--- config.mk ---
export PLATFORM = sky130hd
export DESIGN_NAME = id_ctrl_stage_flat
export DESIGN_NICKNAME = d
export VERILOG_FILES = /design/src/rtl/id_ctrl_stage_pkg.sv /design/src/rtl/id_ctrl_stage_if.sv /design/src/rtl/id_ctrl_stage_instr_decode.sv /design/src/rtl/id_ctrl_stage.sv /design/src/flat_wrapper.sv
export SDC_FILE = /design/constraint.sdc
export NUM_CORES = 1
export LEC_CHECK = 0
export ABC_CLOCK_PERIOD_IN_PS = 2200
export BUFFER_PORTS_ARGS = -buffer_cell sky130_fd_sc_hd__buf_2
export CORE_MARGIN = 2
export CORE_UTILIZATION = 47
export CTS_CLUSTER_DIAMETER = 200
export DETAILED_ROUTE_END_ITERATION = 10
export PLACE_DENSITY = 0.72
export SYNTH_ARGS = -nofsm -noshare
export SYNTH_HDL_FRONTEND = slang
export SYNTH_SLANG_ARGS = --single-unit
--- constraint.sdc ---
create_clock -name clk -period 2.2 [get_ports clk]
set_input_delay 0.11 -clock clk [delete_from_list [all_inputs] [get_ports clk]]
set_output_delay 0.11 -clock clk [all_outputs]
set_load 0.05 [all_outputs]
--- src/rtl/id_ctrl_stage_pkg.sv ---
// id_ctrl_stage_pkg: opcodes, funct3 values, ALU codes, FSM states and control-flag bundle for the decode stage
package id_ctrl_stage_pkg;
  localparam logic [6:0] OP_R     = 7'b0110011;
  localparam logic [6:0] OP_I     = 7'b0010011;
  localparam logic [6:0] OP_LOAD  = 7'b0000011;
  localparam logic [6:0] OP_STORE = 7'b0100011;
  localparam logic [6:0] OP_BR    = 7'b1100011;
  localparam logic [6:0] OP_JAL   = 7'b1101111;
  localparam logic [6:0] OP_JALR  = 7'b1100111;
  localparam logic [6:0] OP_LUI   = 7'b0110111;
  localparam logic [6:0] OP_AUIPC = 7'b0010111;
  localparam logic [2:0] F3_ADD  = 3'd0;
  localparam logic [2:0] F3_SLL  = 3'd1;
  localparam logic [2:0] F3_SLT  = 3'd2;
  localparam logic [2:0] F3_SLTU = 3'd3;
  localparam logic [2:0] F3_XOR  = 3'd4;
  localparam logic [2:0] F3_SR   = 3'd5;
  localparam logic [2:0] F3_OR   = 3'd6;
  localparam logic [2:0] F3_AND  = 3'd7;
  localparam logic [6:0] F7_BASE = 7'b0000000;
  localparam logic [6:0] F7_ALT  = 7'b0100000;
  localparam logic [6:0] F7_M    = 7'b0000001;
  typedef enum logic [4:0] {
    ALU_ADD = 5'd0, ALU_SUB = 5'd1, ALU_SLL = 5'd2, ALU_SLT = 5'd3,
    ALU_SLTU = 5'd4, ALU_XOR = 5'd5, ALU_SRL = 5'd6, ALU_SRA = 5'd7,
    ALU_OR = 5'd8, ALU_AND = 5'd9, ALU_EQ = 5'd10, ALU_GE = 5'd11,
    ALU_GEU = 5'd12, ALU_BUF = 5'd13,
    ALU_MUL = 5'd16, ALU_MULH = 5'd17, ALU_MULHSU = 5'd18, ALU_MULHU = 5'd19,
    ALU_DIV = 5'd20, ALU_DIVU = 5'd21, ALU_REM = 5'd22, ALU_REMU = 5'd23,
    ALU_INV = 5'd31
  } alu_e;
  typedef enum logic [1:0] {S_EMPTY, S_HALF, S_FULL} state_e;
  typedef struct packed {
    logic reg_we;
    logic mem_rd;
    logic mem_wr;
    logic branch;
    logic jump;
    logic use_imm;
    logic use_pc;
    logic illegal;
  } ctrl_t;
  function automatic alu_e alu_of_f3(input logic [2:0] f3, input logic alt);
    case (f3)
      F3_ADD:  return alt ? ALU_SUB : ALU_ADD;
      F3_SLL:  return ALU_SLL;
      F3_SLT:  return ALU_SLT;
      F3_SLTU: return ALU_SLTU;
      F3_XOR:  return ALU_XOR;
      F3_SR:   return alt ? ALU_SRA : ALU_SRL;
      F3_OR:   return ALU_OR;
      default: return ALU_AND;
    endcase
  endfunction
endpackage

--- src/rtl/id_ctrl_stage_if.sv ---
// id_ctrl_stage_if: fetch-side and execute-side handshake plus decoded bundle of the decode stage
interface id_ctrl_stage_if #(parameter int XLEN = 32, parameter int ENABLE_M = 0);
  localparam int CTRL_W = 4 + ENABLE_M;
  logic              i_valid;
  logic              o_ready;
  logic [31:0]       i_instr;
  logic [XLEN-1:0]   i_pc;
  logic              i_flush;
  logic              o_valid;
  logic              i_ready;
  logic [XLEN-1:0]   o_pc;
  logic [CTRL_W-1:0] o_alu_ctrl;
  logic [XLEN-1:0]   o_imm;
  logic [4:0]        o_rs1, o_rs2, o_rd;
  logic [2:0]        o_funct3;
  logic              o_reg_we, o_mem_rd, o_mem_wr, o_branch, o_jump, o_use_imm, o_use_pc, o_illegal;
  modport slave (
    input  i_valid, i_instr, i_pc, i_flush, i_ready,
    output o_ready, o_valid, o_pc, o_alu_ctrl, o_imm, o_rs1, o_rs2, o_rd, o_funct3,
           o_reg_we, o_mem_rd, o_mem_wr, o_branch, o_jump, o_use_imm, o_use_pc, o_illegal
  );
  modport master (
    output i_valid, i_instr, i_pc, i_flush, i_ready,
    input  o_ready, o_valid, o_pc, o_alu_ctrl, o_imm, o_rs1, o_rs2, o_rd, o_funct3,
           o_reg_we, o_mem_rd, o_mem_wr, o_branch, o_jump, o_use_imm, o_use_pc, o_illegal
  );
endinterface

--- src/rtl/id_ctrl_stage_instr_decode.sv ---
// instr_decode: combinational map from a 32-bit instruction to ALU code, immediate, register fields and control flags
module instr_decode
  import id_ctrl_stage_pkg::*;
#(
  parameter int XLEN     = 32,
  parameter int ENABLE_M = 0,
  localparam int CTRL_W  = 4 + ENABLE_M
) (
  input  logic [31:0]       i_instr,
  output logic [CTRL_W-1:0] o_alu_ctrl,
  output logic [XLEN-1:0]   o_imm,
  output logic [4:0]        o_rs1,
  output logic [4:0]        o_rs2,
  output logic [4:0]        o_rd,
  output logic [2:0]        o_funct3,
  output ctrl_t             o_ctrl
);
  logic [6:0]  w_op, w_f7;
  logic [2:0]  w_f3;
  logic        w_b30, w_ill, w_writes;
  logic [31:0] w_imm32;
  alu_e        w_alu;
  assign w_op  = i_instr[6:0];
  assign w_f3  = i_instr[14:12];
  assign w_f7  = i_instr[31:25];
  assign w_b30 = i_instr[30];
  always_comb begin
    w_alu = ALU_INV;
    case (w_op)
      OP_R: w_alu = (w_f7 == F7_BASE) ? alu_of_f3(w_f3, 1'b0) :
                    (w_f7 == F7_ALT && (w_f3 == F3_ADD || w_f3 == F3_SR)) ? alu_of_f3(w_f3, 1'b1) :
                    (w_f7 == F7_M && ENABLE_M != 0) ? alu_e'({2'b10, w_f3}) : ALU_INV;
      // bit30 is immediate data for I-ALU except in the shift encodings
      OP_I: w_alu = (w_f3 == F3_SLL && w_b30) ? ALU_INV : alu_of_f3(w_f3, w_f3 == F3_SR && w_b30);
      OP_LOAD, OP_STORE, OP_JALR, OP_AUIPC: w_alu = ALU_ADD;
      OP_JAL, OP_LUI: w_alu = ALU_BUF;
      OP_BR: w_alu = (w_f3[2:1] == 2'b00) ? ALU_EQ :
                     (w_f3[2:1] == 2'b10) ? ALU_GE :
                     (w_f3[2:1] == 2'b11) ? ALU_GEU : ALU_INV;
      default: w_alu = ALU_INV;
    endcase
  end
  assign w_ill = (w_alu == ALU_INV);
  assign w_imm32 =
    (w_op == OP_I || w_op == OP_LOAD || w_op == OP_JALR) ? {{20{i_instr[31]}}, i_instr[31:20]} :
    (w_op == OP_STORE) ? {{20{i_instr[31]}}, i_instr[31:25], i_instr[11:7]} :
    (w_op == OP_BR) ? {{20{i_instr[31]}}, i_instr[7], i_instr[30:25], i_instr[11:8], 1'b0} :
    (w_op == OP_LUI || w_op == OP_AUIPC) ? {i_instr[31:12], 12'b0} :
    (w_op == OP_JAL) ? {{12{i_instr[31]}}, i_instr[19:12], i_instr[20], i_instr[30:21], 1'b0} : '0;
  assign w_writes = w_op == OP_R || w_op == OP_I || w_op == OP_LOAD || w_op == OP_JAL ||
                    w_op == OP_JALR || w_op == OP_LUI || w_op == OP_AUIPC;
  assign o_alu_ctrl = w_alu[CTRL_W-1:0];
  assign o_imm      = XLEN'($signed(w_imm32));
  assign o_rs1      = i_instr[19:15];
  assign o_rs2      = i_instr[24:20];
  assign o_rd       = i_instr[11:7];
  assign o_funct3   = w_f3;
  assign o_ctrl.reg_we  = w_writes && o_rd != 5'd0 && !w_ill;
  assign o_ctrl.mem_rd  = w_op == OP_LOAD && !w_ill;
  assign o_ctrl.mem_wr  = w_op == OP_STORE && !w_ill;
  assign o_ctrl.branch  = w_op == OP_BR && !w_ill;
  assign o_ctrl.jump    = (w_op == OP_JAL || w_op == OP_JALR) && !w_ill;
  assign o_ctrl.use_imm = !(w_op == OP_R || w_op == OP_BR);
  assign o_ctrl.use_pc  = w_op == OP_AUIPC || w_op == OP_JAL;
  assign o_ctrl.illegal = w_ill;
endmodule

--- src/rtl/id_ctrl_stage.sv ---
// id_ctrl_stage: registered decode stage with a 2-entry skid buffer so o_ready never depends combinationally on i_ready
module id_ctrl_stage
  import id_ctrl_stage_pkg::*;
#(
  parameter int XLEN     = 32,
  parameter int ENABLE_M = 0
) (
  input logic          clk,
  input logic          rst,
  id_ctrl_stage_if.slave bus
);
  localparam int CTRL_W = 4 + ENABLE_M;
  localparam int BW     = 2 * XLEN + CTRL_W + 15 + 3 + $bits(ctrl_t);
  logic [CTRL_W-1:0] w_alu;
  logic [XLEN-1:0]   w_imm;
  logic [4:0]        w_rs1, w_rs2, w_rd;
  logic [2:0]        w_f3;
  ctrl_t             w_ctrl;
  logic [BW-1:0]     w_in, r_main, r_skid;
  state_e            r_state, w_next;
  logic              r_valid, r_ready;
  logic              w_acc, w_pop, w_ld_main, w_ld_skid, w_from_skid;
  instr_decode #(.XLEN(XLEN), .ENABLE_M(ENABLE_M)) u_dec (
    .i_instr(bus.i_instr), .o_alu_ctrl(w_alu), .o_imm(w_imm),
    .o_rs1(w_rs1), .o_rs2(w_rs2), .o_rd(w_rd), .o_funct3(w_f3), .o_ctrl(w_ctrl)
  );
  assign w_in  = {bus.i_pc, w_alu, w_imm, w_rs1, w_rs2, w_rd, w_f3, w_ctrl};
  assign w_acc = bus.i_valid && r_ready && !bus.i_flush;
  assign w_pop = r_valid && bus.i_ready;
  always_comb begin
    w_next      = r_state;
    w_ld_main   = 1'b0;
    w_ld_skid   = 1'b0;
    w_from_skid = 1'b0;
    case (r_state)
      S_EMPTY: begin
        w_next    = w_acc ? S_HALF : S_EMPTY;
        w_ld_main = w_acc;
      end
      S_HALF: begin
        w_next    = w_acc ? (w_pop ? S_HALF : S_FULL) : (w_pop ? S_EMPTY : S_HALF);
        w_ld_main = w_acc && w_pop;
        w_ld_skid = w_acc && !w_pop;
      end
      S_FULL: begin
        w_next      = w_pop ? S_HALF : S_FULL;
        w_ld_main   = w_pop;
        w_from_skid = 1'b1;
      end
      default: w_next = S_EMPTY;
    endcase
    if (bus.i_flush) w_next = S_EMPTY;
  end
  always_ff @(posedge clk) begin
    if (rst) begin
      r_state <= S_EMPTY;
      r_valid <= 1'b0;
      r_ready <= 1'b1;
    end else begin
      r_state <= w_next;
      r_valid <= w_next != S_EMPTY;
      r_ready <= w_next != S_FULL;
    end
  end
  always_ff @(posedge clk) begin
    if (rst) begin
      r_main <= '0;
      r_skid <= '0;
    end else begin
      if (w_ld_main) r_main <= w_from_skid ? r_skid : w_in;
      if (w_ld_skid) r_skid <= w_in;
    end
  end
  assign bus.o_valid = r_valid;
  assign bus.o_ready = r_ready;
  assign {bus.o_pc, bus.o_alu_ctrl, bus.o_imm, bus.o_rs1, bus.o_rs2, bus.o_rd, bus.o_funct3,
          bus.o_reg_we, bus.o_mem_rd, bus.o_mem_wr, bus.o_branch, bus.o_jump,
          bus.o_use_imm, bus.o_use_pc, bus.o_illegal} = r_main;
endmodule

--- src/flat_wrapper.sv ---
// flat-port wrapper written by rule: the top's interface ports become plain ports
module id_ctrl_stage_flat import id_ctrl_stage_pkg::*;
#(
  parameter int XLEN     = 32,
  parameter int ENABLE_M = 0
)
  (clk, rst, bus_i_valid, bus_i_instr, bus_i_pc, bus_i_flush, bus_i_ready, bus_o_ready, bus_o_valid, bus_o_pc, bus_o_alu_ctrl, bus_o_imm, bus_o_rs1, bus_o_rs2, bus_o_rd, bus_o_funct3, bus_o_reg_we, bus_o_mem_rd, bus_o_mem_wr, bus_o_branch, bus_o_jump, bus_o_use_imm, bus_o_use_pc, bus_o_illegal);
  id_ctrl_stage_if #(.XLEN(XLEN), .ENABLE_M(ENABLE_M)) bus_i ();
  input logic clk;
  input logic rst;
  input wire logic [$bits(bus_i.i_valid)-1:0] bus_i_valid;
  input wire logic [$bits(bus_i.i_instr)-1:0] bus_i_instr;
  input wire logic [$bits(bus_i.i_pc)-1:0] bus_i_pc;
  input wire logic [$bits(bus_i.i_flush)-1:0] bus_i_flush;
  input wire logic [$bits(bus_i.i_ready)-1:0] bus_i_ready;
  output wire logic [$bits(bus_i.o_ready)-1:0] bus_o_ready;
  output wire logic [$bits(bus_i.o_valid)-1:0] bus_o_valid;
  output wire logic [$bits(bus_i.o_pc)-1:0] bus_o_pc;
  output wire logic [$bits(bus_i.o_alu_ctrl)-1:0] bus_o_alu_ctrl;
  output wire logic [$bits(bus_i.o_imm)-1:0] bus_o_imm;
  output wire logic [$bits(bus_i.o_rs1)-1:0] bus_o_rs1;
  output wire logic [$bits(bus_i.o_rs2)-1:0] bus_o_rs2;
  output wire logic [$bits(bus_i.o_rd)-1:0] bus_o_rd;
  output wire logic [$bits(bus_i.o_funct3)-1:0] bus_o_funct3;
  output wire logic [$bits(bus_i.o_reg_we)-1:0] bus_o_reg_we;
  output wire logic [$bits(bus_i.o_mem_rd)-1:0] bus_o_mem_rd;
  output wire logic [$bits(bus_i.o_mem_wr)-1:0] bus_o_mem_wr;
  output wire logic [$bits(bus_i.o_branch)-1:0] bus_o_branch;
  output wire logic [$bits(bus_i.o_jump)-1:0] bus_o_jump;
  output wire logic [$bits(bus_i.o_use_imm)-1:0] bus_o_use_imm;
  output wire logic [$bits(bus_i.o_use_pc)-1:0] bus_o_use_pc;
  output wire logic [$bits(bus_i.o_illegal)-1:0] bus_o_illegal;
  assign bus_i.i_valid = bus_i_valid;
  assign bus_i.i_instr = bus_i_instr;
  assign bus_i.i_pc = bus_i_pc;
  assign bus_i.i_flush = bus_i_flush;
  assign bus_i.i_ready = bus_i_ready;
  assign bus_o_ready = bus_i.o_ready;
  assign bus_o_valid = bus_i.o_valid;
  assign bus_o_pc = bus_i.o_pc;
  assign bus_o_alu_ctrl = bus_i.o_alu_ctrl;
  assign bus_o_imm = bus_i.o_imm;
  assign bus_o_rs1 = bus_i.o_rs1;
  assign bus_o_rs2 = bus_i.o_rs2;
  assign bus_o_rd = bus_i.o_rd;
  assign bus_o_funct3 = bus_i.o_funct3;
  assign bus_o_reg_we = bus_i.o_reg_we;
  assign bus_o_mem_rd = bus_i.o_mem_rd;
  assign bus_o_mem_wr = bus_i.o_mem_wr;
  assign bus_o_branch = bus_i.o_branch;
  assign bus_o_jump = bus_i.o_jump;
  assign bus_o_use_imm = bus_i.o_use_imm;
  assign bus_o_use_pc = bus_i.o_use_pc;
  assign bus_o_illegal = bus_i.o_illegal;
  id_ctrl_stage #(.XLEN(XLEN), .ENABLE_M(ENABLE_M)) u_core (.clk(clk), .rst(rst), .bus(bus_i));
endmodule
---- Yosys cells after proc, flatten, opt, wreduce, memory -nomap -nowiden ----
Cells that the tools add are included.
word-level totals
  output and inout bits ................... 96
  flip-flop bits (word level) ............. 192
  input port bits ......................... 69
  logic and storage cells ................. 93
operators by class
  muxes and demuxes ....................... 27
  eq/ne operators ......................... 22
  reduce and logical (&&, ||, !) cells .... 39
operators with widths
  kind                                                                    count
  32-bit two-way mux                                                      5
  94-bit two-way mux                                                      1
  4-bit case mux with 7 select lines                                      3
  5-bit two-way mux                                                       6
  7-bit by 6-bit equality test with 1-bit output (second input constant)  4
  5-bit case mux with 5 select lines                                      1
  7-bit equality test (second input constant)                             3
  7-bit by 5-bit equality test with 1-bit output (second input constant)  2
  1-bit logical AND                                                       14
  1-bit logical OR                                                        13
  3-bit equality test (second input constant)                             3
  7-bit by 2-bit equality test with 1-bit output (second input constant)  1
  7-bit logical NOT                                                       1
  2-bit equality test (second input constant)                             3
  3-bit by 2-bit equality test with 1-bit output (second input constant)  2
  1-bit two-way mux                                                       6
  2-bit two-way mux                                                       3
  2-bit case mux with 3 select lines                                      1
  5-bit equality test (second input constant)                             1
  5-bit nonzero test                                                      1
  1-bit logical NOT                                                       4
  2-bit logical NOT                                                       2
  4-bit OR reduction                                                      1
  3-bit by 1-bit equality test with 1-bit output (second input constant)  1
  other kinds (6)                                                         6

---- Logic depth before layout (Yosys ltp) ----
Gate-level depths: netlist of the first run.
  depth in word-level cells ............... 10
  depth in mapped cells ................... 10
  depth with buffers taken out ............ 9

---- Cells and area by module ----
Synthesis of the first run repeated with hierarchy kept, for this count alone.
unflattened totals
  cell total of the unflattened synthesis .. 1151
  area total of the unflattened synthesis .. 9623.0 um^2
by module, submodules not included
  module         cells each  area each (um^2)  seq. area each (um^2)  times used
  id_ctrl_stage  989         8553.2            3843.7                 1
  instr_decode   162         1069.8            0.0                    1

---- Worst setup path before layout of the first run ----
Ideal clock, no wire load.
  path type ............................... flip-flop to flip-flop
  from .................................... register u_core.r_valid, in the netlist u_core.bus.o_valid
  to ...................................... register u_core.r_main[52]
  library setup time ...................... 70 ps
  clock period less this slack ............ 2172 ps
  required time ........................... 2130 ps
  arrival time ............................ 2101 ps
  stages on the path, launching flop included .. 11
  path buffers ............................ 2
  slack ................................... 28 ps
  cells stage by stage .................... dfxtp_1 nand2_1 inv_1 ha_1 nand2_1 a21o_1 o21ai_1 buf_2 clkbuf_1 o211ai_1 a21oi_1
on the way
  word-level cells in the longest chain between the ends .. 3
ends and longest elaborated chain
  what                                    line                 source
  start: declaration                      id_ctrl_stage.sv:21  logic r_valid, r_ready;
  start signal: assignment                id_ctrl_stage.sv:57  r_valid <= 1'b0;
  start signal: assignment                id_ctrl_stage.sv:61  r_valid <= w_next != S_EMPTY;
  1-bit logical AND (*)                   id_ctrl_stage.sv:29  assign w_pop = r_valid && bus.i_ready;
  1-bit logical AND                       id_ctrl_stage.sv:42  w_ld_main = w_acc && w_pop;
  1-bit case mux with 3 select lines (*)  id_ctrl_stage.sv:35  case (r_state)
  end signal: assignment                  id_ctrl_stage.sv:70  if (w_ld_main) r_main <= w_from_skid ? r_skid : w_in;
  end: declaration                        id_ctrl_stage.sv:19  logic [BW-1:0] w_in, r_main, r_skid;
Every way passes the cells marked *; elsewhere a longest branch is shown, timed or not.
A chain may end at the register's enable or synchronous reset.

---- Worst setup path in the final report of the first run ----
  from .................................... register u_core.r_valid, in the netlist u_core.bus.o_valid
  to ...................................... register u_core.r_main[84]
The elaborated chain is that of the path after synthesis.

==> metrics, run 1 <==
Leakage 0.00433 uW; Multi-input gate area 0.00423 mm2; CP required 2.53 ns; pin count of the biggest net entering global routing 90; Distinct cells, synth 70; Die Y 138 um; Layout Cells excl Fill 1485; Root Driver clkbuf_16; final setup violation count 0; # rows 49; Max-cap violations 0; unrepaired setup endpoints after global routing no; maximum clock path buffer count 2; WL final 23900 um; post-synthesis cell area 0.00844 mm2; Final period util 93.2%; antenna violations before repair 0; Register Area 0.00384 mm2; syn_nets 1145; ranking of synthesized cells by area dfxtp_1, nand2_1, a21oi_1; grt ovf 0; dpl hpwl 14800 um; clock skew 0.00907 ns; Slew headroom 43.2%; synth warn 0; Setup TNS Final 0 ns; clk_lat worst skew 0.43 ns; routed via count 8339; outcome completed; Peak Freq 0.488 GHz; TritonCTS clock tree yes; io pins 165; Placed Cells 1397; die footprint 0.0190 mm2; fin nets 1319; Die W 138 um; worst-margin pin slew 0.851 ns; max-slew violation count 0; clk sinks 192; # H-tree levels 4; cell taking the most area after synthesis dfxtp_1; # DRC 0; WL/cell 16.1 um; PD cells 741 mW/mm2; top cell type's share of synthesized area 45.5%; syn avg cell area 7.89 um2; All-Layer GR Usage 23.8%; maximum VDD drop 0.543 mV; ratio of cells with drive above 1 in the final layout 20.2%; final antenna-violating net count 0; kind of critical path flip-flop to flip-flop; number of global-route vias before repair 7398; clock transition at the registers of the reported paths 0.07 ns; crit-path max FO 29; 1st-iter DRT viols 663; port bufs 164; crit path DAT 2.38 ns; number of synthesized flops with an enable pin 0; crit path time final 2.05 ns; Fin. Hold Viols 0; first-pass GRT wire length 38000 um; register area share after synthesis 45.5%; number of buffers created by CTS 17; DR pass1 iterations 5; n_diodes 0; #FFs+latches synth 192; Hold/Removal Path Class input port to flip-flop; Post-synth top flop dfxtp_1; RePlAce Congestion 0.882; most common cell after layout, fill and taps aside nand2_1; Core ar. 0.0178 mm2; P&R area growth vs syn 27.0%; Critical Path Sink Type flip-flop; Starting Density 47.5%; ys async rst share 0%; commonest cells after routing, fill and taps aside nand2_1, dfxtp_1, buf_2, nor2_1, a21oi_1; startpoint types flip-flop; drt via density 5.62; filler cell count 1623; Cells after Synth 1070
what timing repair did:
action	in CTS	in global routing
resized for setup	0	1
hold buffers	52	0
setup endpoints to repair	0	30
endpoints found under the hold margin	96	0
buffers inserted	0	2
final cells by class:
cell class | instances | area share (%)
multi-input combinational | 778 | 39.5
sequential | 192 | 35.9
timing repair buffer | 249 | 16.1
clock buffer | 22 | 4.42
tap | 229 | 2.67
clock inverter | 9 | 1.24
inverter | 6 | 0.210
cell families after synthesis:
kind of cell,count (synthesis),share of synthesized area [%]
AOI/OAI and AO/OA,282,23.2
xor gates and xnor gates,1,0.104
adders and majority gates,6,0.889
buffers and inverters,101,5.04
DFF,192,45.5
muxes,6,0.711
and+or+nand+nor,482,24.6
sequential cells by signal (all words and copies together), names as in the netlist:
name	count
u_core.r_main	94
u_core.r_skid	94
u_core.r_state	2
u_core.bus.o_ready	1
u_core.bus.o_valid	1
where the power goes:
group / internal [uW] / total, uW / switching (uW) / leakage [uW]
Clock: 1870 / 3170 / 1290 / 0.000292
Combinational: 358 / 1130 / 772 / 0.00248
Sequential: 3590 / 3640 / 56.2 / 0.00156
Total: 5820 / 7940 / 2120 / 0.00433
Yosys cell counts, drive strengths merged, types with 2 or more instances:
| library cell | instances |
|---|---|
| a2111oi | 2 |
| a211o | 12 |
| a211oi | 36 |
| a21boi | 3 |
| a21oi | 110 |
| a221oi | 7 |
| a22oi | 4 |
| a311oi | 52 |
| a31oi | 5 |
| and2 | 4 |
| and3 | 3 |
| and3b | 2 |
| buf | 29 |
| clkbuf | 66 |
| dfxtp | 192 |
| ha | 6 |
| inv | 6 |
| mux2i | 6 |
| nand2 | 252 |
| nand2b | 7 |
| nand3 | 13 |
| nand3b | 2 |
| nand4 | 3 |
| nand4b | 2 |
| nand4bb | 2 |
| nor2 | 140 |
| nor2b | 2 |
| nor3 | 35 |
| nor3b | 2 |
| nor4 | 2 |
| o211ai | 15 |
| o21a | 3 |
| o21ai | 18 |
| o311ai | 6 |
| o31ai | 2 |
| or2 | 3 |
| or3b | 3 |
metrics by stage:
step	utilization [%]	total power (uW)	setup slack (ns)	area (um2)	hold WS [ns]
finish	60.3	7940	0.151	10700	0.0185
global route	60.3	8210	0.0416	10700	0.0242
CTS	59.9	7980	0.0804	10600	0.00207
detailed placement	53.5	4750	0.113	9520	0.369
global placement	53.5	4740	0.239	9520	0.351
floorplan	-	4430	0.0282	8440	0.198
routing by layer:
| layer | wire length, um | vias up | global-route usage [%] |
|---|---|---|---|
| met4 | 423 | 0 | 7.14 |
| met1 | 10800 | 3936 | 32.6 |
| li1 | - | 4101 | - |
| met2 | 11400 | 273 | 38.8 |
| met5 | 0 | - | 0 |
| met3 | 1300 | 29 | 3.67 |
path summary, 6_finish.rpt:
kind / from / endpoint / slack, ns / cells after the start
setup / recovery: u_core.bus.o_valid / u_core.r_main[84] / 0.15 / 9
hold / removal: bus_i_instr[30] / u_core.r_skid[36] / 0.02 / 3
setup reg to reg: u_core.bus.o_valid / u_core.r_main[84] / 0.15 / 9
hold reg to reg: u_core.r_main[52] / u_core.r_main[52] / 0.45 / 2
critical path, cell delays in order (launching register included):
cell	delay, ns
dfxtp_1	0.35
nand2_2	0.14
inv_1	0.16
ha_1	0.17
nand2_1	0.05
a21o_1	0.26
o21ai_4	0.22
buf_12	0.25
nor2_1	0.08
a311oi_1	0.27
(Power assumes the default switching activity.)
==> run 2: changes to the inputs <==
Settings changed: CTS_BUF_LIST set to sky130_fd_sc_hd__clkbuf_4 sky130_fd_sc_hd__clkbuf_8.
==> metrics, run 2 (same netlist as run 1, synthesis figures left out) <==
startpoint types flip-flop; final antenna-violating net count 0; final setup violation count 0; most common cell after layout, fill and taps aside nand2_1; maximum VDD drop 0.427 mV; pin count of the biggest net entering global routing 90; number of global-route vias before repair 7409; Final WS setup 0.172 ns; Setup TNS Final 0 ns; maximum clock path buffer count 2; Slew headroom 41.4%; crit path DAT 2.40 ns; clock transition at the registers of the reported paths 0.09 ns; pre-CTS setup slack 0.113 ns; antenna violations before repair 0; commonest cells after routing, fill and taps aside nand2_1, dfxtp_1, buf_2, nor2_1, a21oi_1; outcome completed; crit-path max FO 29; clk sinks 192; All-Layer GR Usage 23.8%; number of buffers created by CTS 17; P&R area growth vs syn 25.6%; worst-margin pin slew 0.879 ns; Core ar. 0.0178 mm2; first-pass GRT wire length 37800 um; max-slew violation count 0; worst hold slack 0.0317 ns; n_diodes 0; # H-tree levels 4; kind of critical path flip-flop to flip-flop; routed via count 8388; TritonCTS clock tree yes; Fin. Hold Viols 0; ratio of cells with drive above 1 in the final layout 20.3%; filler cell count 1629; clock skew 0.00796 ns; die footprint 0.0190 mm2; final design utilization 59.7%; RePlAce Congestion 0.882; Critical Path Sink Type flip-flop; DR pass1 iterations 7; Hold/Removal Path Class input port to flip-flop; # rows 49; Gates resized, CTS repair 0; clk_lat worst skew 0.46 ns; crit path time final 2.03 ns; Die Y 138 um; Starting Density 47.5%; io pins 165; 1st-iter DRT viols 632; unrepaired setup endpoints after global routing no; Root Driver clkbuf_8; WL final 23800 um; WL/cell 16.0 um; port bufs 164; Max-cap violations 0; dpl hpwl 14800 um; # DRC 0; Peak Freq 0.493 GHz; grt ovf 0; biggest regs u_core.r_main (94), u_core.r_skid (94), u_core.r_state (2); PD cells 681 mW/mm2; drt via density 5.63; CP required 2.57 ns; fin nets 1324; Die W 138 um; Leakage 0.00428 uW; Final period util 92.2%
[run 2: changes by cell type in the layout (fill, tap and decap cells not counted)]
cell	delta
clkbuf_8	+17
nand2_2	-1
dlygate4sd3_1	+4
nand2_1	+1
clkbuf_4	+2
clkbuf_1	-2
clkbuf_16	-17
buf_12	+2
o21ai_2	-1
[run 2: critical path, cell delays in order, from the launching register on]
cell and delay [ns]:
dfxtp_1 0.33, nand2_1 0.16, inv_1 0.18, ha_1 0.17, nand2_1 0.05, a21o_1 0.24, o21ai_4 0.13, buf_12 0.15
buf_12 0.17, nor2_1 0.08, a311oi_1 0.27
[run 2: path summary, 6_finish.rpt]
path / from / to / slack [ns] / cells after the start
min: bus_i_instr[14] / u_core.r_skid[10] / 0.03 / 3
max: u_core.bus.o_valid / u_core.r_main[84] / 0.17 / 10
max reg2reg: u_core.bus.o_valid / u_core.r_main[84] / 0.17 / 10
min reg2reg: u_core.r_main[52] / u_core.r_main[52] / 0.46 / 2
[run 2: metal layers]
metal | vias to the layer above | GRT usage [%] | wire length [um] | part of all wire (%)
li1 | 4109 | - | - | -
met1 | 3944 | 32.4 | 10600 | 45
met2 | 304 | 38.5 | 11300 | 48
met3 | 31 | 3.95 | 1390 | 5.8
met4 | 0 | 8.06 | 418 | 1.8
met5 | - | 0 | 0 | 0
[run 2: repair_timing]
action / CTS / global route
setup buffers: 0 / 4
hold buffers: 56 / 0
endpoints found under the setup margin: 0 / 31
hold endpoints to repair: 106 / 0
[run 2: cell type report]
| class | count | area (um2) | share of cell area, % |
|---|---|---|---|
| flip-flops and latches | 192 | 3840 | 36.2 |
| multi-input cells | 777 | 4220 | 39.8 |
| repair buffers | 255 | 1810 | 17.1 |
| clock inverters | 9 | 133 | 1.25 |
| inverters | 6 | 22.5 | 0.212 |
| well taps | 229 | 287 | 2.70 |
| clock buffers | 22 | 290 | 2.74 |
[run 2: stage by stage]
stage / power [uW] / instance area, um2 / instances
final: 7220 / 10600 / 1490
after detailed placement: 4750 / 9520 / 1397
after CTS: 7250 / 10500 / 1484
after floorplan: 4430 / 8440 / 1070
after global placement: 4740 / 9520 / 1397
after global routing: 7500 / 10600 / 1490
[run 2: where the power goes]
group / internal, uW / switching [uW] / total, uW
registers: 3580 / 55.8 / 3640
clock network: 1230 / 1200 / 2440
logic: 370 / 772 / 1140
total: 5190 / 2030 / 7220
